<file path="src/rtl/tlc_pkg.sv">
// Shared lamp codes and phase-state encoding for the
// intersection light controller.
package tlc_pkg;

  localparam logic [2:0] LAMP_RED = 3'b100;
  localparam logic [2:0] LAMP_YEL = 3'b010;
  localparam logic [2:0] LAMP_GRN = 3'b001;

  typedef enum logic [1:0] {
    ST_GREEN  = 2'd0,
    ST_YELLOW = 2'd1,
    ST_ALLRED = 2'd2
  } tlc_state_e;

  function automatic logic [2:0] lamp_of(
    input tlc_state_e s
  );
    unique case (s)
      ST_GREEN:  return LAMP_GRN;
      ST_YELLOW: return LAMP_YEL;
      default:   return LAMP_RED;
    endcase
  endfunction

endpackage

</file>
<file path="src/rtl/tlc_rr_pick.sv">
// Round-robin picker: first set pend bit
// scanning base+1, base+2, ... (base itself last).
module tlc_rr_pick #(
  parameter int NUM_PH = 4,
  parameter int PW     = $clog2(NUM_PH)
) (
  input  logic [NUM_PH-1:0] i_pend,
  input  logic [PW-1:0]     i_base,
  output logic              o_valid,
  output logic [PW-1:0]     o_idx
);

  logic [PW-1:0] w_pos;

  // descending scan so the nearest hit wins
  always_comb begin
    o_valid = 1'b0;
    o_idx   = '0;
    w_pos   = '0;
    for (int k = NUM_PH; k >= 1; k--) begin
      w_pos = PW'((int'(i_base) + k) % NUM_PH);
      if (i_pend[w_pos]) begin
        o_valid = 1'b1;
        o_idx   = w_pos;
      end
    end
  end

endmodule

</file>
<file path="src/rtl/tlc_phase_scheduler.sv">
// Demand-driven round-robin phase scheduler with
// min/max green, yellow, all-red and preemption.
module tlc_phase_scheduler
  import tlc_pkg::*;
#(
  parameter int NUM_PH    = 4,
  parameter int GREEN_MIN = 5,
  parameter int GREEN_MAX = 15,
  parameter int YEL_T     = 2,
  parameter int ALLRED_T  = 1,
  parameter int CW        = 5,
  parameter int PW        = $clog2(NUM_PH)
) (
  input  logic                  clk,
  input  logic                  rst,
  input  logic [NUM_PH-1:0]     req,
  input  logic                  preempt,
  input  logic [PW-1:0]         preempt_ph,
  output logic [3*NUM_PH-1:0]   light,
  output logic [PW-1:0]         active_ph,
  output logic [NUM_PH-1:0]     req_pend,
  output logic                  phase_done
);

  localparam logic [CW-1:0] T_GMIN = CW'(GREEN_MIN - 1);
  localparam logic [CW-1:0] T_GMAX = CW'(GREEN_MAX - 1);
  localparam logic [CW-1:0] T_YEL  = CW'(YEL_T - 1);
  localparam logic [CW-1:0] T_AR   = CW'(ALLRED_T - 1);
  localparam logic [PW:0]   PH_LIM = (PW+1)'(NUM_PH);
  localparam logic [3*NUM_PH-1:0] L_RST =
    {{(NUM_PH-1){LAMP_RED}}, LAMP_GRN};

  tlc_state_e           r_state, w_state_nx;
  logic [CW-1:0]        r_timer, w_timer_nx, w_tinc;
  logic [PW-1:0]        r_ph, w_ph_nx, w_pick_ph;
  logic [NUM_PH-1:0]    r_pend, w_pend_nx;
  logic [NUM_PH-1:0]    w_act_oh, w_new_oh, w_set;
  logic [3*NUM_PH-1:0]  r_light, w_light_nx;
  logic                 r_done, w_done_nx, w_enter;
  logic                 w_pick_v, w_pre_ok, w_any, w_exit;

  tlc_rr_pick #(
    .NUM_PH (NUM_PH),
    .PW     (PW)
  ) u_pick (
    .i_pend  (r_pend),
    .i_base  (r_ph),
    .o_valid (w_pick_v),
    .o_idx   (w_pick_ph)
  );

  assign w_tinc   = r_timer + CW'(1);
  assign w_pre_ok = preempt && ({1'b0, preempt_ph} < PH_LIM);
  assign w_any    = |r_pend;
  assign w_exit   = (r_timer >= T_GMIN) && w_any &&
                    (!req[r_ph] || r_timer == T_GMAX);

  always_comb begin
    w_state_nx = r_state;
    w_timer_nx = r_timer;
    w_ph_nx    = r_ph;
    w_done_nx  = 1'b0;
    w_enter    = 1'b0;
    unique case (r_state)
      ST_GREEN: begin
        if (w_pre_ok && preempt_ph != r_ph) begin
          w_state_nx = ST_YELLOW;
          w_timer_nx = '0;
        end else if (w_pre_ok) begin
          if (r_timer < T_GMIN) w_timer_nx = w_tinc;
        end else if (w_exit) begin
          w_state_nx = ST_YELLOW;
          w_timer_nx = '0;
        end else if (r_timer < T_GMIN ||
                     (w_any && r_timer < T_GMAX)) begin
          w_timer_nx = w_tinc;
        end
      end
      ST_YELLOW: begin
        if (r_timer == T_YEL) begin
          w_state_nx = ST_ALLRED;
          w_timer_nx = '0;
        end else begin
          w_timer_nx = w_tinc;
        end
      end
      ST_ALLRED: begin
        if (r_timer == T_AR) begin
          w_state_nx = ST_GREEN;
          w_timer_nx = '0;
          w_done_nx  = 1'b1;
          w_enter    = 1'b1;
          if (w_pre_ok)      w_ph_nx = preempt_ph;
          else if (w_pick_v) w_ph_nx = w_pick_ph;
          else               w_ph_nx = '0;
        end else begin
          w_timer_nx = w_tinc;
        end
      end
      default: begin
        w_state_nx = ST_GREEN;
        w_timer_nx = '0;
      end
    endcase
  end

  // green phase has its own demand served; new green clears wins
  assign w_act_oh  = NUM_PH'(1) << r_ph;
  assign w_new_oh  = NUM_PH'(1) << w_ph_nx;
  assign w_set     = req & ~((r_state == ST_GREEN) ? w_act_oh : '0);
  assign w_pend_nx = (r_pend | w_set) & ~(w_enter ? w_new_oh : '0);

  always_comb begin
    w_light_nx = {NUM_PH{LAMP_RED}};
    for (int i = 0; i < NUM_PH; i++) begin
      if (PW'(i) == w_ph_nx)
        w_light_nx[3*i +: 3] = lamp_of(w_state_nx);
    end
  end

  always_ff @(posedge clk) begin
    if (rst) begin
      r_state <= ST_GREEN;
      r_timer <= '0;
      r_ph    <= '0;
      r_pend  <= '0;
      r_done  <= 1'b0;
      r_light <= L_RST;
    end else begin
      r_state <= w_state_nx;
      r_timer <= w_timer_nx;
      r_ph    <= w_ph_nx;
      r_pend  <= w_pend_nx;
      r_done  <= w_done_nx;
      r_light <= w_light_nx;
    end
  end

  assign light      = r_light;
  assign active_ph  = r_ph;
  assign req_pend   = r_pend;
  assign phase_done = r_done;

endmodule

</file>
<file path="config.mk">
export PLATFORM = sky130hd
export DESIGN_NAME = tlc_phase_scheduler
export DESIGN_NICKNAME = d
export VERILOG_FILES = /design/src/rtl/tlc_pkg.sv /design/src/rtl/tlc_rr_pick.sv /design/src/rtl/tlc_phase_scheduler.sv
export SDC_FILE = /design/constraint.sdc
export NUM_CORES = 1
export LEC_CHECK = 0
export BUFFER_PORTS_ARGS = -buffer_cell sky130_fd_sc_hd__buf_2
export CAP_MARGIN = 15
export CORE_MARGIN = 4
export CORE_UTILIZATION = 50
export CTS_BUF_LIST = sky130_fd_sc_hd__clkbuf_2
export CTS_CLUSTER_SIZE = 30
export DETAILED_ROUTE_END_ITERATION = 10
export GPL_ROUTABILITY_DRIVEN = 0
export GPL_TIMING_DRIVEN = 0
export PLACE_DENSITY = 0.73
export SKIP_LAST_GASP = 1
export SLEW_MARGIN = 10
export SYNTH_ARGS = -nofsm -noshare
export SYNTH_HDL_FRONTEND = slang
export SYNTH_SLANG_ARGS = --single-unit
</file>
<file path="constraint.sdc">
create_clock -name clk -period 2.6 [get_ports clk]
set_input_delay 0.78 -clock clk [delete_from_list [all_inputs] [get_ports clk]]
set_output_delay 0.78 -clock clk [all_outputs]
set_load 0.005 [all_outputs]
</file>
==> Word-level counts from Yosys, hierarchy flattened <==
Index checks and enable logic that the tools add are counted.
{ "word_totals": {"inputBits": 9, "elab_cells": 104, "ff_bits": 26} }
{ "classes": {"n_eq_ne": 11, "shifts": 2, "n_mux": 42, "reduce_logical": 17, "magnitude_cmp": 8, "n_addsub": 5, "bitwise_logic": 9} }
{ "op_table": {"columns": ["operator", "count"], "rows": [
  ["2-to-1 mux 5 bit", 7],
  ["2-to-1 mux 2 bit", 13],
  ["less-than comparator 2 x 3 -> 1 bit (second input constant)", 5],
  ["one-hot mux 5 bit (3 select lines)", 1],
  ["2-to-1 mux 1 bit", 11],
  ["binary-select mux 1 bit (select 2 bit)", 5],
  ["bitwise AND 4 bit", 2],
  ["2-to-1 mux 4 bit", 2],
  ["inverter 4 bit", 2],
  ["OR reduction 2 bit", 4],
  ["left shift 1 x 2 -> 4 bit (first input constant)", 2],
  ["zero test 2 bit", 3],
  ["one-hot mux 2 bit (3 select lines)", 1],
  ["one-hot mux 3 bit (2 select lines)", 1],
  ["adder 5 x 1 -> 5 bit (second input constant)", 1],
  ["equality test 5 x 1 -> 1 bit (second input constant)", 1],
  ["equality test 5 x 4 -> 1 bit (second input constant)", 1],
  ["greater-or-equal comparator 5 x 3 -> 1 bit (second input constant)", 1],
  ["zero test 5 bit", 1],
  ["less-than comparator 5 x 3 -> 1 bit (second input constant)", 1],
  ["less-than comparator 5 x 4 -> 1 bit (second input constant)", 1],
  ["!= test 5 bit (second input constant)", 1],
  ["adder 2 x 1 -> 2 bit (second input constant)", 2],
  ["adder 2 bit (second input constant)", 2],
  ["other kinds (14)", 23]
]} }

==> Longest topological paths before layout <==
{ "depth": {"word_depth": 15, "ltp_mapped": 9, "depth_no_buf": 7} }

==> Modules after synthesis <==
From an unflattened synthesis, not the netlist that was laid out.
{ "unflattened": {"hier_cells": 140, "hier_area_um2": 1311.3} }
{ "modules_own_cells": {"columns": ["mod", "cells_per_inst", "area_each_um2", "instances"], "rows": [
  ["tlc_phase_scheduler", 126, 1219.9, 1],
  ["tlc_rr_pick", 14, 91.3, 1]
]} }

==> Least setup slack after synthesis <==
OpenSTA, ideal clock, no wires.
{ "synth_path": {"path_kind": "register -> register", "start": "register r_ph[0] (netlist: active_ph[0])", "end": "register r_light[11] (netlist: light[11])", "setup_ns": 0.127, "required_ns": 2.473, "arrival_ns": 2.216, "path_buffers": 1, "path_stages_with_launch": 9, "synth_period_minus_slack_ns": 2.343, "setup_slack_ns": 0.257, "path_cell_list": "dfxtp_1 > buf_6 > inv_1 > ha_1 > or2_1 > o22ai_1 > nor2_1 > o311a_2 > or3_1"} }
{ "synth_between": {"elab_chain_cells": 14, "word_cells_on_any_way": 41, "classes_between": "add/sub: 4; eq/ne: 3; mux: 27; bitwise: 1; reduce/logical: 6"} }
{ "synth_lines": {"columns": ["element", "line", "source"], "rows": [
  ["start: declaration", "tlc_phase_scheduler.sv:35", "logic [PW-1:0] r_ph, w_ph_nx, w_pick_ph;"],
  ["start signal: assignment", "tlc_phase_scheduler.sv:132", "r_ph <= w_ph_nx;"],
  ["adder 2 x 1 -> 2 bit", "tlc_rr_pick.sv:21", "w_pos = PW'((int'(i_base) + k) % NUM_PH);"],
  ["binary-select mux 1 bit (select 2 bit)", "tlc_rr_pick.sv:22", "if (i_pend[w_pos]) begin"],
  ["2-to-1 mux 1 bit (implied by the code)", "tlc_rr_pick.sv:22", null],
  ["2-to-1 mux 2 bit or 2-to-1 mux 1 bit (tied branches) (4 in a row)", "tlc_rr_pick.sv:22", null],
  ["2-to-1 mux 2 bit", "tlc_phase_scheduler.sv:94", "else if (w_pick_v) w_ph_nx = w_pick_ph;"],
  ["2-to-1 mux 2 bit", "tlc_phase_scheduler.sv:93", "if (w_pre_ok) w_ph_nx = preempt_ph;"],
  ["2-to-1 mux 2 bit", "tlc_phase_scheduler.sv:88", "if (r_timer == T_AR) begin"],
  ["2-to-1 mux 2 bit", "tlc_phase_scheduler.sv:64", "unique case (r_state)"],
  ["equality test 2 bit", "tlc_phase_scheduler.sv:116", "if (PW'(i) == w_ph_nx)"],
  ["inverter 1 bit (no line)", null, null],
  ["OR reduction 2 bit (no line)", null, null],
  ["end signal: assignment", "tlc_phase_scheduler.sv:135", "r_light <= w_light_nx;"],
  ["end: declaration", "tlc_phase_scheduler.sv:38", "logic [3*NUM_PH-1:0] r_light, w_light_nx;"]
]} }
Several ways; a longest one is shown, not always the timed one. The select of a mux whose other input is x is not followed.
A chain may end at the register's enable or synchronous reset.

==> Worst setup path in the final report <==
{ "layout_path": {"start": "register r_ph[1] (netlist: active_ph[1])", "end": "register r_light[6] (netlist: light[6])"} }
Same word-level chain as after synthesis.

==> results.sh <==
export IMPL_post_cts_hold_buffer_count=0
export IMPL_tritoncts="done"
export IMPL_syn_inst=164
export IMPL_global_route_usage_met3_pct=4.14
export IMPL_synth_top_cell_area_share_pct=34.5
export IMPL_routed_via_count=1394
export IMPL_origin_of_the_critical_flop_to_flop_path="active_ph[1]"
export IMPL_synth_edff_count=0
export IMPL_num_rows=19
export IMPL_path_max_fanout=10
export IMPL_fin_setup_tns_ns=0
export IMPL_worst_ir_drop_vdd_mv=0.376
export IMPL_crit_path_frequent_cell="buf_4"
export IMPL_design_final_nets=214
export IMPL_most_common_cell_after_layout_fill_and_taps_aside="buf_2"
export IMPL_synthTopCellsByArea="dfxtp_1 34%, ha_1 5.8%, nor2_1 3.7%"
export IMPL_max_cap_viol_count=0
export IMPL_global_route_wire_length_before_repair_mm=6.20
export IMPL_power_share_clock_pct=28.5
export IMPL_power_density_nw_per_um2=499
export IMPL_power_switching_share_pct=28.7
export IMPL_worst_r2r_setup_slack_ns=0.16
export IMPL_routed_wire_length_mm=3.53
export IMPL_final_hold_violation_count=0
export IMPL_timing_critical_path_required_ns=2.90
export IMPL_first_global_vias=1321
export IMPL_finalCoreUtilization_pct=63.2
export IMPL_crit_arrival_ns=2.74
export IMPL_firstDrtPassIters=4
export IMPL_slew_viol_final=0
export IMPL_max_stage_delay_ns=0.44
export IMPL_worst_hold_path_type="reg2reg"
export IMPL_clock_skew_final_ns=0.0208
export IMPL_route_detailed_drc=0
export IMPL_die_width_um=63.0
export IMPL_clk_insertion_delay_late_ns=0.36
export IMPL_post_layout_power_uw=892
export IMPL_yosysWarnings=0
export IMPL_critical_path_startpoint="active_ph[1]"
export IMPL_post_synth_instance_area_um2=1510
export IMPL_synth_ff_latch_count=26
export IMPL_place_hpwl_mm=2.70
export IMPL_grt_util_met2_pct=31.4
export IMPL_synth_flop_cell="dfxtp_1"
export IMPL_globalRoute_busiestLayer="met2"
export IMPL_cts_num_sinks=26
export IMPL_worstMarginPinSlew_ns=0.540
export IMPL_max_freq_mhz=409
export IMPL_layout_min_cycle_time_ns=2.44
export IMPL_internal_power_uw=636
export IMPL_layout_cells_most_common_list="31 x buf_2, 25 x dfxtp_1, 15 x nor2_1, 10 x nand2_1, 9 x nand3_1"
export IMPL_cp_slowest_cell="dfxtp_1"
export IMPL_clock_pin_slew_reported_for_the_worst_setup_and_hold_paths_after_clock_tree_synthesis_ns=0.25
export IMPL_floorplan_die_area_um2=3960
export IMPL_global_route_usage_met1_pct=23.7
export IMPL_chip_height_um=63.0
export IMPL_rsz_0062_raised_after_global_routing="false"
export IMPL_largest_net_degree_at_the_start_of_global_routing=16
export IMPL_htree_num_levels=1
export IMPL_antenna_violating_nets_post_route=0
export IMPL_diodes=0
export IMPL_synth_seq_area_share_pct=34.5
export IMPL_power_switching_uw=256
export IMPL_cts_max_path_buffers=2
export IMPL_count_of_unique_library_cells_instantiated_by_yosys=56
export IMPL_top_level_ports=28
export IMPL_floorplan_initialDensity_pct=53.4
export IMPL_p_seq_share_pct=49.3
export IMPL_final_setup_fails=0
export IMPL_synth_fp_nets=180
export IMPL_final_cycle_share_pct=94.0
export IMPL_vias_per_cell=6.11
export IMPL_power_share_combinational_pct=22.2
export IMPL_startpoint_type="flop"
export IMPL_leakage_nw=0.727
export IMPL_result_of_the_run="finished clean"
export IMPL_initialDrtViolationCount=105
export IMPL_ordered_list_of_cells_on_the_worst_path="buf_4, inv_1, ha_4, or2_1, a2111o_1, a21oi_2, o22ai_2, buf_4, nor4_2"
export IMPL_endpoint_kind="flop"
export IMPL_cts_root_buffer="clkbuf_2"
export IMPL_io_buffers=27
export IMPL_area_growth_syn_to_layout_pct=18.4
export IMPL_grt_antenna_before_repair=0
export IMPL_crit_path_kind="reg2reg"
export IMPL_tritoncts_num_buffers=3
export IMPL_post_syn_area_per_cell_um2=9.21
export IMPL_timing_hold_worst_start="r_timer[1]"
export IMPL_share_of_cells_above_drive_strength_1_pct=33.5
export IMPL_synth_top_cell_by_area="dfxtp_1"
export IMPL_timing_max_slew_rel_slack_pct=63.9
export IMPL_core_area_um2=2830
export IMPL_routedWlPerCell_um=15.5
export IMPL_synthArstFlopShare_pct=0
export IMPL_globalRouteTotalUtil_pct=19.0
export IMPL_globalRoute_totalOverflow=0
[final timing paths]
check,depth (start not counted),end
worst max-delay path,9,light[6]
worst max register to register,9,light[6]
worst min register to register,1,r_timer[1]
worst min-delay path,1,r_timer[1]
[worst max-delay path: cells and delay by family (launching register included)]
kind / cells / cell delay [ns]
AOI/OAI and AO/OA: 3 / 0.72
adders and majority gates: 1 / 0.24
buffers and inverters: 3 / 0.50
DFF: 1 / 0.44
and+or+nand+nor: 2 / 0.48
[power groups by stage]
stage / Combinational, mW / Clock [mW] / Sequential, mW
3_5_place_dp: 0.188 / 0 / 0.449
5_1_grt: 0.219 / 0.283 / 0.445
2_1_floorplan: 0.134 / 0 / 0.445
4_1_cts: 0.192 / 0.257 / 0.440
3_3_place_gp: 0.181 / 0 / 0.447
6_report: 0.198 / 0.254 / 0.440
[Yosys cell counts, drive strengths merged, types with 2 or more instances]
cell      n
o2111ai   2
ha        7
o22ai     3
nor2     15
and3      3
nand4     2
o21ai     3
nor3      2
nand3b    2
nand2b    3
or3       2
nor4b     2
mux2i     3
mux2      2
nor2b     2
inv       6
nand3    10
a31oi     3
nor4      5
and2      2
nand2    10
dfxtp    26
xnor2     2
o311ai    4
and4      2
buf       7
a21oi     9
or2       5
a211oi    2
a32oi     3
[flip-flops by register name (all words and copies together) (netlist names)]
signal      flops
req_pend        4
r_state         2
phase_done      1
light          12
active_ph       2
r_timer         5
[per-stage QoR]
stage	area, um2	worst slack (ns)	instances	hold slack, ns
floorplan	1510	0.257	164	0.522
global placement	1680	0.0764	222	0.577
detailed placement	1680	-0.0376	222	0.581
CTS	1740	0.0131	227	0.626
global route	1790	0.0581	228	0.605
finish	1790	0.156	228	0.621
[cells by family after synthesis]
group / count (synthesis) / synth area share (%)
AO/OA/AOI/OAI: 42 / 22.2
XOR/XNOR: 2 / 1.16
adder cells (fa/ha/maj): 7 / 5.80
buffers and inverters: 14 / 4.80
flip-flops: 26 / 34.5
multiplexers: 6 / 4.97
AND/OR/NAND/NOR: 67 / 26.6
[what timing repair did]
| action | 4_1_cts | 5_1_grt |
|---|---|---|
| pin swaps | 1 | 0 |
| buffers inserted | 1 | 1 |
| endpoints found under the setup margin | 4 | 10 |
| resized for setup | 2 | 5 |
| hold endpoints to repair | 0 | 0 |
[final cells by class]
type	instances	area [um2]
clock buffers	3	15.0
clock inverters	1	30.0
inverters	6	26.3
plain buffers	8	50.0
repair buffers	29	150
flip-flops and latches	26	524
well taps	31	38.8
multi-input cells	124	953
fillers	235	1040
[metal layers]
layer  wire, um  vias up
met2       1770       42
met3        171       11
met1       1490      657
met4        102        0
li1           -      684
met5          0        -
Note: power is estimated with default switching activity, not from simulation.
